### config.mk
export PLATFORM = sky130hd
export DESIGN_NAME = i2s_rx_deser
export DESIGN_NICKNAME = d
export VERILOG_FILES = /design/src/rtl/i2s_pkg.sv /design/src/rtl/i2s_ws_edge.sv /design/src/rtl/i2s_rx_deser.sv
export SDC_FILE = /design/constraint.sdc
export NUM_CORES = 1
export LEC_CHECK = 0
export BUFFER_PORTS_ARGS = -buffer_cell sky130_fd_sc_hd__buf_2
export CAP_MARGIN = 30
export CORE_UTILIZATION = 45
export CTS_CLUSTER_DIAMETER = 80
export DETAILED_ROUTE_END_ITERATION = 7
export HOLD_SLACK_MARGIN = 0.02
export PLACE_DENSITY = 0.65
export SLEW_MARGIN = 20
export SYNTH_ARGS = -nofsm -noshare
export SYNTH_HDL_FRONTEND = slang
export SYNTH_SLANG_ARGS = --single-unit
### constraint.sdc
create_clock -name clkI2SBit_i -period 3.4 [get_ports clkI2SBit_i]
set_input_delay 0.17 -clock clkI2SBit_i [delete_from_list [all_inputs] [get_ports clkI2SBit_i]]
set_output_delay 0.17 -clock clkI2SBit_i [all_outputs]
set_load 0.05 [all_outputs]
### src/rtl/i2s_pkg.sv
// Shared types and constants for the I2S receive deserializer.
// Latency: n/a (types and constants only).
// Backpressure: n/a.
package i2s_pkg;

  // Default slot/packet width: 16-bit stereo slots at 1.4112 MHz bit clock.
  localparam int PKT_WIDTH_DEF = 16;

  typedef enum logic [1:0] {
    SYNC  = 2'd0,
    SHIFT = 2'd1,
    DONE  = 2'd2
  } i2s_state_e;

  typedef enum logic {
    LEFT  = 1'b0,
    RIGHT = 1'b1
  } i2s_chan_e;

  typedef logic [PKT_WIDTH_DEF-1:0] pkt_t;

endpackage

### src/rtl/i2s_ws_edge.sv
// Word-select edge detector: registers WS and flags any change.
// Latency: combinational edge flag against the WS sample from the previous bit clock.
// Backpressure: none; runs every bit clock.
module i2s_ws_edge
  import i2s_pkg::*;
(
  input  logic      clkI2SBit_i,
  input  logic      rstI2S_i,
  input  logic      wsI2S_i,
  output logic      wsEdge_o,
  output i2s_chan_e chan_o
);

  logic ws_q;

  // Remember previous WS sample; reset to 0 so a high WS right after reset reads as an edge.
  always_ff @(posedge clkI2SBit_i) begin
    if (rstI2S_i) ws_q <= 1'b0;
    else          ws_q <= wsI2S_i;
  end

  assign wsEdge_o = wsI2S_i ^ ws_q;
  assign chan_o   = i2s_chan_e'(wsI2S_i);

endmodule

### src/rtl/i2s_rx_deser.sv
// I2S receive deserializer: one parallel packet per enabled channel slot (optional I2S_FRAME_ERR_EN adds short-slot error pulse/count).
// Latency: valid rises PKT_WIDTH bit clocks after the WS edge that opens the slot.
// Backpressure: none; every one-cycle valid must be taken by the downstream CDC stage.
module i2s_rx_deser
  import i2s_pkg::*;
#(
  parameter int         PKT_WIDTH = PKT_WIDTH_DEF,
  parameter logic [1:0] CHAN_MASK = 2'b11
) (
  input  logic                 clkI2SBit_i,
  input  logic                 rstI2S_i,
  input  logic                 sdI2S_i,
  input  logic                 wsI2S_i,
  output logic [PKT_WIDTH-1:0] pktI2S_o,
  output logic                 pktValidI2S_o,
  output logic                 pktRightI2S_o
`ifdef I2S_FRAME_ERR_EN
  ,
  output logic                 frameErrI2S_o,
  output logic [7:0]           errCntI2S_o
`endif
);

  localparam int             CNT_W    = $clog2(PKT_WIDTH);
  localparam logic [CNT_W-1:0] LAST_BIT = CNT_W'(PKT_WIDTH - 1);

  logic      ws_edge;
  i2s_chan_e chan_in;

  i2s_state_e             state_q, state_d;
  logic [CNT_W-1:0]       cnt_q, cnt_d;
  i2s_chan_e              chan_q, chan_d;
  // Only PKT_WIDTH-1 history bits are needed: the final bit comes straight from sdI2S_i.
  logic [PKT_WIDTH-2:0]   shift_q, shift_d;
  logic [PKT_WIDTH-1:0]   pkt_q, pkt_d;
  logic                   vld_q, vld_d;
  logic                   right_q, right_d;

  i2s_ws_edge u_ws_edge (
    .clkI2SBit_i (clkI2SBit_i),
    .rstI2S_i    (rstI2S_i),
    .wsI2S_i     (wsI2S_i),
    .wsEdge_o    (ws_edge),
    .chan_o      (chan_in)
  );

  // Slot FSM: shift bits, emit on the last bit, and let a WS edge restart a slot in the same cycle.
  always_comb begin
    state_d = state_q;
    cnt_d   = cnt_q;
    chan_d  = chan_q;
    shift_d = shift_q;
    pkt_d   = pkt_q;
    vld_d   = 1'b0;
    right_d = right_q;
    case (state_q)
      SYNC: begin
        if (ws_edge) begin
          state_d = SHIFT;
          cnt_d   = '0;
          chan_d  = chan_in;
        end
      end
      SHIFT: begin
        shift_d = {shift_q[PKT_WIDTH-3:0], sdI2S_i};
        cnt_d   = cnt_q + 1'b1;
        if (cnt_q == LAST_BIT) begin
          if (CHAN_MASK[chan_q]) begin
            pkt_d   = {shift_q, sdI2S_i};
            right_d = chan_q;
            vld_d   = 1'b1;
          end
          state_d = DONE;
        end
        // A WS edge always opens a new slot; a partial word is simply abandoned.
        if (ws_edge) begin
          state_d = SHIFT;
          cnt_d   = '0;
          chan_d  = chan_in;
        end
      end
      DONE: begin
        if (ws_edge) begin
          state_d = SHIFT;
          cnt_d   = '0;
          chan_d  = chan_in;
        end
      end
      default: state_d = SYNC;
    endcase
  end

  // State and output registers; synchronous reset overrides any emission on the same edge.
  always_ff @(posedge clkI2SBit_i) begin
    if (rstI2S_i) begin
      state_q <= SYNC;
      cnt_q   <= '0;
      chan_q  <= LEFT;
      shift_q <= '0;
      pkt_q   <= '0;
      vld_q   <= 1'b0;
      right_q <= 1'b0;
    end else begin
      state_q <= state_d;
      cnt_q   <= cnt_d;
      chan_q  <= chan_d;
      shift_q <= shift_d;
      pkt_q   <= pkt_d;
      vld_q   <= vld_d;
      right_q <= right_d;
    end
  end

  assign pktI2S_o      = pkt_q;
  assign pktValidI2S_o = vld_q;
  assign pktRightI2S_o = right_q;

`ifdef I2S_FRAME_ERR_EN
  logic       short_slot;
  logic       err_q, err_d;
  logic [7:0] err_cnt_q, err_cnt_d;

  // Short slot: WS moves before the last bit of a slot being shifted (edges from SYNC/DONE are fine).
  assign short_slot = (state_q == SHIFT) && ws_edge && (cnt_q != LAST_BIT);

  // Error pulse and saturating error count next-state.
  always_comb begin
    err_d     = short_slot;
    err_cnt_d = err_cnt_q;
    if (short_slot && (err_cnt_q != 8'hFF)) err_cnt_d = err_cnt_q + 8'd1;
  end

  // Error registers.
  always_ff @(posedge clkI2SBit_i) begin
    if (rstI2S_i) begin
      err_q     <= 1'b0;
      err_cnt_q <= 8'd0;
    end else begin
      err_q     <= err_d;
      err_cnt_q <= err_cnt_d;
    end
  end

  assign frameErrI2S_o = err_q;
  assign errCntI2S_o   = err_cnt_q;
`endif

endmodule

==> impl_metrics.ini <==
[logic_synthesis]
synth_compound_area_frac = 0.210
yosys_warnings = 0
syn_area_per_cell_um2 = 8.22
synthFlopType = dfxtp_1
syn-num-nets = 196
netlist_area_mm2 = 0.00157
synth_edf_count = 0
synth_xor_area_frac = 0.0112
synth_area_leaders = dfxtp_1 (52%), a21oi_1 (12%), nand2_1 (8.4%), nand3_1 (7.0%), o21ai_0 (5.1%)
synth.mux.area_fraction = 0
synth_seq_area_share = 0.523
synthArstFlopShare = 0
synth_top_family_by_area = compound AO/OA/AOI/OAI gates
syn_inst = 191
yosysTopAreaCellShare = 0.523
yosys.area.top_type = dfxtp_1
synthSimpleGateAreaFrac = 0.202
synth_cell_types = 25
synthAdderAreaFrac = 0.00797
ys_ff_latch = 41

[floorplan]
fp-row-count = 21
die_y_um = 61.1
io_pins = 22
fp.dieW_um = 61.1
die_area_mm2 = 0.00373
core_area_mm2 = 0.00334
start_util = 0.471

[sta]
holdWs_ns = 0.0770
period_share = 0.512
report.final.hold_viol_count = 0
period_minus_slack_ns = 1.74
max_freq_ghz = 0.575
tightestPinTransition_ns = 0.700
rsz0062_at_grt = false
finalSetupViolCount = 0
max_slew_margin = 0.534
tns_ns = 0
fin_skew_ns = 0.00860
maxSlewViolCount = 0

[critical_path]
critPathSlowestCell = and3_1
cp_max_fo = 18
crit_family = simple AND/OR/NAND/NOR gates
cp-start-kind = flip-flop
critPathMaxStageDelay_ns = 0.61
critical_path_buf_inv_count = 0
cp-end-kind = flip-flop
crit_arrival_ns = 1.99
crit_type = reg2reg
required_ns = 3.65
path_cells = ha_1, and3_1, nand2_1, a211oi_1

[detailed_routing]
wirelength_um = 2980
vias_per_cell = 5.32
wl_per_cell_um = 11.8
ant_nets = 0
dr.pass1.iters = 4
drt_iter0_markers = 61
via_count = 1341
drc = 0

[grt]
grt.total_usage = 0.180
grt_pass1_vias = 1102
antenna_found_initial = 0
grt-ovfl-total = 0
grt_pass1_wl_um = 4960
grt_start_max_net_pins = 42

[placed_design]
place_inst = 243
dp_hpwl_um = 1830
routabilityCongestion = 0.703
numPortBuffers = 21

[cts]
insertion_delay_ns = 0.34
cts.path.max_buffers = 2
ctsHoldBuffers = 0
cts-resized-gates = 0
htree_levels = 2
clkTransAtPathRegs_ns = 0.11
clockRootBuffer = clkbuf_4
post_cts_buffers = 0
cts_inserted_buffers = 5
cts.sink_count = 41
cts_tree = done

[run]
maxCapViolations = 0

[layout]
drive_gt1_frac = 0.155
syn_to_final_growth_pct = 12.8
final_common_cell = dfxtp_1
final_cell_mix = dfxtp_1 (41), a21oi_1 (37), nand2_1 (35), nand3_1 (22), buf_2 (21)
final_nets = 210
final_cells = 252
diodes = 0

[power_and_ir_drop]
p_per_area_mw_per_mm2 = 492
p_leak_nw = 0.627
peakVddDrop_mv = 0.275

[worst_hold_path]
min_path_type = in2reg

[run_status]
status = finished clean
-- synth_stat cells (2+ instances only) --
| cell type | number |
|---|---|
| o21ai_1 | 2 |
| nand2_1 | 35 |
| nor2b_1 | 2 |
| or3_1 | 2 |
| buf_2 | 6 |
| a311oi_1 | 2 |
| a21oi_1 | 37 |
| a31oi_1 | 2 |
| clkbuf_1 | 8 |
| nand3_1 | 22 |
| nand3b_1 | 2 |
| dfxtp_1 | 41 |
| o21ai_0 | 16 |
| nand2b_1 | 2 |
| a211oi_1 | 2 |
-- worst reg2reg max path, cell delays in order, from the launching register on --
cell	delay, ns
dfxtp_1	0.42
ha_1	0.23
and3_1	0.61
nand2_1	0.17
a211oi_1	0.23
-- registers in the layout (all words and copies together), names as in the netlist --
register / count
chan_q: 1
cnt_q: 4
pktI2S_o: 16
pktRightI2S_o: 1
pktValidI2S_o: 1
shift_q: 15
state_q: 2
u_ws_edge.ws_q: 1
-- logic make-up (layout without fill, tap and decap cells) --
family	Yosys count	after routing
simple gates	69	69
xor+xnor	2	2
compound gates	62	62
buf+inv	16	31
flops	41	41
fa+ha+maj	1	1
-- final cells by class --
class | instances | area, um^2
clock buffers | 7 | 55.1
clock inverters | 1 | 30.0
fillers | 334 | 1570
multi-input cells | 134 | 681
flip-flops and latches | 41 | 821
well taps | 46 | 57.6
repair buffers | 23 | 128
-- power breakdown --
part	leakage [nW]	internal, mW	switching, mW
Combinational	0.250	0.0150	0.0362
Sequential	0.332	0.486	0.00901
Clock	0.0455	0.176	0.149
-- final timing paths --
path,from,to,slack (ns),cells after the start
max,cnt_q[0]$_SDFFE_PP0P_,state_q[1]$_SDFFE_PP0P_,1.66,4
min,sdI2S_i,shift_q[0]$_SDFFE_PP0P_,0.08,3
max reg2reg,cnt_q[0]$_SDFFE_PP0P_,state_q[1]$_SDFFE_PP0P_,1.66,4
min reg2reg,shift_q[14]$_SDFFE_PP0P_,shift_q[14]$_SDFFE_PP0P_,0.47,2
-- metrics by stage --
stage	cell area, um^2	util	worst slack [ns]	power, mW
after CTS	1760	0.526	1.45	0.875
after global routing	1770	0.531	1.48	0.907
after detailed placement	1670	0.501	1.49	0.553
after floorplan	1570	-	2.12	0.544
final	1770	0.531	1.66	0.871
after global placement	1670	0.501	1.58	0.551
-- routing by layer --
layer  vias up  GRT usage  part of all wire
met1       621      0.251              0.52
met5         -          0                 0
met4         0     0.0487            0.0044
li1        698          -                 -
met2        20      0.266              0.44
met3         2     0.0630             0.035
(Power assumes the default switching activity.)
